===== config.mk =====
export PLATFORM = sky130hd
export DESIGN_NAME = barrel_shifter_pipe_flat
export DESIGN_NICKNAME = d
export VERILOG_FILES = /design/src/rtl/barrel_shifter_pipe_if.sv /design/src/rtl/barrel_shifter_pipe.sv /design/src/flat_wrapper.sv
export SDC_FILE = /design/constraint.sdc
export NUM_CORES = 1
export LEC_CHECK = 0
export CAP_MARGIN = 20
export CORE_MARGIN = 2
export CORE_UTILIZATION = 35
export DETAILED_ROUTE_END_ITERATION = 10
export GPL_TIMING_DRIVEN = 0
export PLACE_DENSITY = 0.59
export SLEW_MARGIN = 20
export SYNTH_ARGS = -nofsm -noshare
export SYNTH_HDL_FRONTEND = slang
export SYNTH_SLANG_ARGS = --single-unit

===== constraint.sdc =====
create_clock -name clk -period 2.65 [get_ports clk]
set_input_delay 0.3975 -clock clk [delete_from_list [all_inputs] [get_ports clk]]
set_output_delay 0.3975 -clock clk [all_outputs]
set_load 0.005 [all_outputs]

===== src/rtl/barrel_shifter_pipe_if.sv =====
// Valid/ready stream bundle for the pipelined barrel shifter.
// The master side drives operands and consumes results.
interface barrel_shifter_pipe_if #(
    parameter int WIDTH = 8
);
    localparam int SW = $clog2(WIDTH);

    logic             in_valid;
    logic             in_ready;
    logic [WIDTH-1:0] data_in;
    logic [SW-1:0]    smt;
    logic [2:0]       mode;
    logic             out_valid;
    logic             out_ready;
    logic [WIDTH-1:0] data_out;
    logic             carry_out;
    logic             mode_err;

    modport slave (
        input  in_valid, data_in, smt, mode, out_ready,
        output in_ready, out_valid, data_out, carry_out, mode_err
    );

    modport master (
        output in_valid, data_in, smt, mode, out_ready,
        input  in_ready, out_valid, data_out, carry_out, mode_err
    );
endinterface


===== src/rtl/barrel_shifter_pipe.sv =====
// Log-depth pipelined barrel shifter: stage k shifts by 2^k.
// Whole pipe advances in lockstep; a stalled output freezes every stage.
module barrel_shifter_pipe #(
    parameter int WIDTH = 8
) (
    input logic clk,
    input logic rst,
    barrel_shifter_pipe_if.slave bus
);
    localparam int SW = $clog2(WIDTH);

    typedef struct packed {
        logic             valid;
        logic [WIDTH-1:0] data;
        logic [SW-1:0]    smt;
        logic [2:0]       mode;
        logic             carry;
    } stage_t;

    stage_t [SW-1:0] st_q;
    stage_t [SW-1:0] st_d;
    stage_t          in_beat;
    stage_t          prev;
    logic            advance;

    // Carry tracks the last bit to leave; for rotates it is the bit
    // that wrapped, which later non-shifting stages leave in place.
    function automatic stage_t shift_stage(input stage_t s, input int k);
        stage_t r;
        int     sh;
        r  = s;
        sh = 1 << k;
        if (((s.smt >> k) & SW'(1)) != '0) begin
            case (s.mode)
                3'b000, 3'b010: begin
                    r.data  = s.data << sh;
                    r.carry = |(s.data & (WIDTH'(1) << (WIDTH - sh)));
                end
                3'b001: begin
                    r.data  = s.data >> sh;
                    r.carry = |(s.data & (WIDTH'(1) << (sh - 1)));
                end
                3'b011: begin
                    r.data  = $signed(s.data) >>> sh;
                    r.carry = |(s.data & (WIDTH'(1) << (sh - 1)));
                end
                3'b100: begin
                    r.data  = (s.data << sh) | (s.data >> (WIDTH - sh));
                    r.carry = r.data[0];
                end
                3'b101: begin
                    r.data  = (s.data >> sh) | (s.data << (WIDTH - sh));
                    r.carry = r.data[WIDTH-1];
                end
                default: r = s;
            endcase
        end
        return r;
    endfunction

    always_comb begin
        advance       = !st_q[SW-1].valid || bus.out_ready;
        in_beat       = '0;
        in_beat.valid = bus.in_valid;
        in_beat.data  = bus.data_in;
        in_beat.smt   = bus.smt;
        in_beat.mode  = bus.mode;
        prev          = in_beat;
        st_d          = st_q;
        for (int k = 0; k < SW; k++) begin
            if (advance) begin
                st_d[k] = shift_stage(prev, k);
            end
            prev = st_q[k];
        end
    end

    always_ff @(posedge clk) begin
        if (rst) begin
            st_q <= '0;
        end else begin
            st_q <= st_d;
        end
    end

    assign bus.in_ready  = advance;
    assign bus.out_valid = st_q[SW-1].valid;
    assign bus.data_out  = st_q[SW-1].data;
    assign bus.carry_out = st_q[SW-1].carry;
    assign bus.mode_err  = &st_q[SW-1].mode[2:1];
endmodule


===== src/flat_wrapper.sv =====
// flat-port wrapper written by rule: the top's interface ports become plain ports
module barrel_shifter_pipe_flat 
#(
    parameter int WIDTH = 8
)
  (clk, rst, bus_in_valid, bus_data_in, bus_smt, bus_mode, bus_out_ready, bus_in_ready, bus_out_valid, bus_data_out, bus_carry_out, bus_mode_err);
  barrel_shifter_pipe_if #(.WIDTH(WIDTH)) bus_i ();
  input logic clk;
  input logic rst;
  input wire logic [$bits(bus_i.in_valid)-1:0] bus_in_valid;
  input wire logic [$bits(bus_i.data_in)-1:0] bus_data_in;
  input wire logic [$bits(bus_i.smt)-1:0] bus_smt;
  input wire logic [$bits(bus_i.mode)-1:0] bus_mode;
  input wire logic [$bits(bus_i.out_ready)-1:0] bus_out_ready;
  output wire logic [$bits(bus_i.in_ready)-1:0] bus_in_ready;
  output wire logic [$bits(bus_i.out_valid)-1:0] bus_out_valid;
  output wire logic [$bits(bus_i.data_out)-1:0] bus_data_out;
  output wire logic [$bits(bus_i.carry_out)-1:0] bus_carry_out;
  output wire logic [$bits(bus_i.mode_err)-1:0] bus_mode_err;
  assign bus_i.in_valid = bus_in_valid;
  assign bus_i.data_in = bus_data_in;
  assign bus_i.smt = bus_smt;
  assign bus_i.mode = bus_mode;
  assign bus_i.out_ready = bus_out_ready;
  assign bus_in_ready = bus_i.in_ready;
  assign bus_out_valid = bus_i.out_valid;
  assign bus_data_out = bus_i.data_out;
  assign bus_carry_out = bus_i.carry_out;
  assign bus_mode_err = bus_i.mode_err;
  barrel_shifter_pipe #(.WIDTH(WIDTH)) u_core (.clk(clk), .rst(rst), .bus(bus_i));
endmodule

==> results.yml <==
route:
  num_vias: 1964
  via_per_inst: 5.182
  wl_per_cell_um: 13.55
  firstDrtPassIters: 4
  drt_iter0_markers: 71
  route.detailed.drc: 0
  postRouteAntennaNets: 0
  routed_wl_mm: 5.135
layout:
  final_area_um2: 2594
  diodes: 0
  layout_common_cells: "nand2_1 (67), dfxtp_1 (41), a21oi_1 (34), clkdlybuf4s50_1 (28), o211ai_1 (17)"
  nets: 321
  area_delta_synth_final_pct: 23.25
  fin_cells: 379
  drive_gt1_frac: 0.1316
  final_common_cell: "nand2_1"
sta:
  worst_slack_ns: 0.4010
  slew_headroom: 0.6522
  fin_crit_ns: 2.249
  whs_ns: 0.4147
  report.final.slew_viol_count: 0
  fmax_ghz: 0.4446
  setup_viol: 0
  tightest_slew_ns: 0.5217
  final-hold-violation-count: 0
  skew_ns: 0.01366
  rsz0062_at_grt: "false"
  timing.final.crit_share: 0.8487
  fin_tns_setup_ns: 0
pwr:
  p_comb_frac: 0.157
  intPower_mw: 1.059
  power_switching_uw: 372.9
  leakage_nw: 0.9425
  seqPwrFrac: 0.485
  pwr-share-clk: 0.358
  ir_worst_vdd_uv: 254.2
  p_sw_frac: 0.2604
  cellPowerDensity_nw_per_um2: 552.0
clocking:
  cts_sinks: 41
  clk_latency_ns: 0.30
  cts_hold_buf: 0
  post_cts_resize_count: 0
  numCtsBuffers: 5
  htree_num_levels: 2
  cts-root-buf: "clkbuf_8"
  tritoncts: "done"
  clkTransAtPathRegs_ns: 0.08
  cts_setup_buffers: 0
  cts_buffer_depth: 2
global_route:
  use_met2: 0.2951
  grt_busiest_layer: "met2"
  grt_pass1_wl_mm: 8.825
  grt_util_met3: 0.03846
  grt_pass1_vias: 1871
  grt_max_degree: 15
  antenna_found_initial: 0
  use_met1: 0.2216
  grt_use_total: 0.1752
  overflow: 0
yosys:
  yosys_warnings: 0
  synth_top_area_cell: "dfxtp_1"
  syn_nets: 286
  yosys-top-cells-area: "dfxtp_1 (39%), nand2_1 (12%), a21oi_1 (8.1%)"
  synth_seq_cells: 41
  syn_area_um2: 2105
  synth_cell_types: 32
  avgSynthCellArea_um2: 7.853
  synth_cells: 268
  yosysTopAreaCellShare: 0.3900
  ys_seq_area_frac: 0.3900
critical_path:
  crit_cells: 5
  crit_buf_inv: 4
  crit_end: "bus_in_ready"
  cp.arrival_ns: 1.85
  critPathLaunchType: "input pin"
  worstReg2RegStart: "u_core.st_q[19]$_SDFFE_PP0P_"
  reg2reg_depth: 5
  critPathTopFamily: "buffers and inverters"
  required_ns: 2.25
  critical_path.endpoint_type: "primary output"
  slowest_delay_ns: 0.46
  r2r_end: "u_core.bus.data_out[1]$_SDFFE_PP0P_"
  path_class: "in2out"
  crit_top_cell: "clkdlybuf4s50_1"
  rrSetupSlack_ns: 1.29
  cp_cell_sequence: "clkdlybuf4s50_1 -> nor2b_2 -> inv_2 -> buf_2 -> clkdlybuf4s50_1"
  worst-path-max-fanout: 10
  startpoint: "bus_out_ready"
  slowest_stage: "clkdlybuf4s50_1"
min_path:
  hold_start: "rst"
  hold_path_class: "in2reg"
floorplan:
  io-pin-count: 30
  die_area_um2: 6649
  fp.dieW_um: 81.54
  initial_core_util: 0.3597
  core_um2: 5851
  rows: 28
  die_h_um: 81.54
placement:
  pre_cts_ws_ns: 0.4023
  hpwlAfterDp_mm: 3.832
  portBuffers: 28
  gpl.final_weighted_congestion: 0.8385
  place_inst: 371
  dpl_cell_area_um2: 2479
status:
  status: "completed"
flow_run:
  drv_cap: 0
==> routing by layer <==
metal  vias to the layer above  share of wire
met2                        51           0.46
li1                       1005              -
met1                       903           0.47
met3                         5          0.049
met4                         0          0.014
met5                         -              0
==> stage by stage <==
stage,power [mW],utilization
after CTS,1.441,0.4433
after floorplan,0.8429,-
after global placement,0.9312,0.4237
after global routing,1.506,0.4433
final,1.432,0.4433
after detailed placement,0.9337,0.4237
==> worst min path at each step <==
stage,end,depth (start not counted)
after floorplan,u_core.prev[3]$_SDFFE_PP0P_,2
after global placement,u_core.prev[2]$_SDFFE_PP0P_,2
after detailed placement,u_core.st_q[16]$_SDFFE_PP0P_,2
after CTS,u_core.st_q[14]$_SDFFE_PP0P_,2
after global routing,u_core.st_q[14]$_SDFFE_PP0P_,2
final,u_core.st_q[14]$_SDFFE_PP0P_,2
==> kinds of logic after synthesis <==
group	after synthesis	synth area share
muxes	11	0.05232
DFF	41	0.3900
AOI/OAI and AO/OA	83	0.2646
and+or+nand+nor	98	0.1992
buffers and inverters	35	0.09393
==> cell type report <==
class                      instances  area, µm²
sequential                        41      820.8
timing repair buffer              28      280.3
inverter                           5      18.77
clock inverter                     3      46.29
clock buffer                       5      68.82
fill                             608       3257
buffer                            30      178.9
multi-input combinational        192       1086
tap                               75      93.84
==> Yosys cell counts, drive strengths merged <==
master and n:
nand2 67, dfxtp 41, a21oi 34, buf 23, o211ai 17, nor2 12, o21ai 12, mux2i 11
clkbuf 7, inv 5, a21boi 4, a221oi 4, nor2b 4, nor3 4, o2111ai 4, nand2b 3
a211oi 2, a311oi 2, a31o 2, and2 2, nand3 2, nand4b 2, a311o 1, a32oi 1
and3b 1, nand3b 1
==> registers in the layout, indices dropped and copies added (netlist names) <==
signal,cells
u_core.bus.carry_out,1
u_core.prev,2
u_core.bus.out_valid,1
u_core.st_q,29
u_core.bus.data_out,8
==> power by group through the flow <==
stage | Sequential [mW] | Clock (mW) | Combinational (mW)
2_1_floorplan | 0.696 | 0 | 0.147
3_3_place_gp | 0.708 | 0 | 0.223
3_5_place_dp | 0.708 | 0 | 0.225
4_1_cts | 0.694 | 0.521 | 0.226
5_1_grt | 0.701 | 0.552 | 0.253
6_report | 0.694 | 0.512 | 0.225
Note: power is estimated with default switching activity, not from simulation.
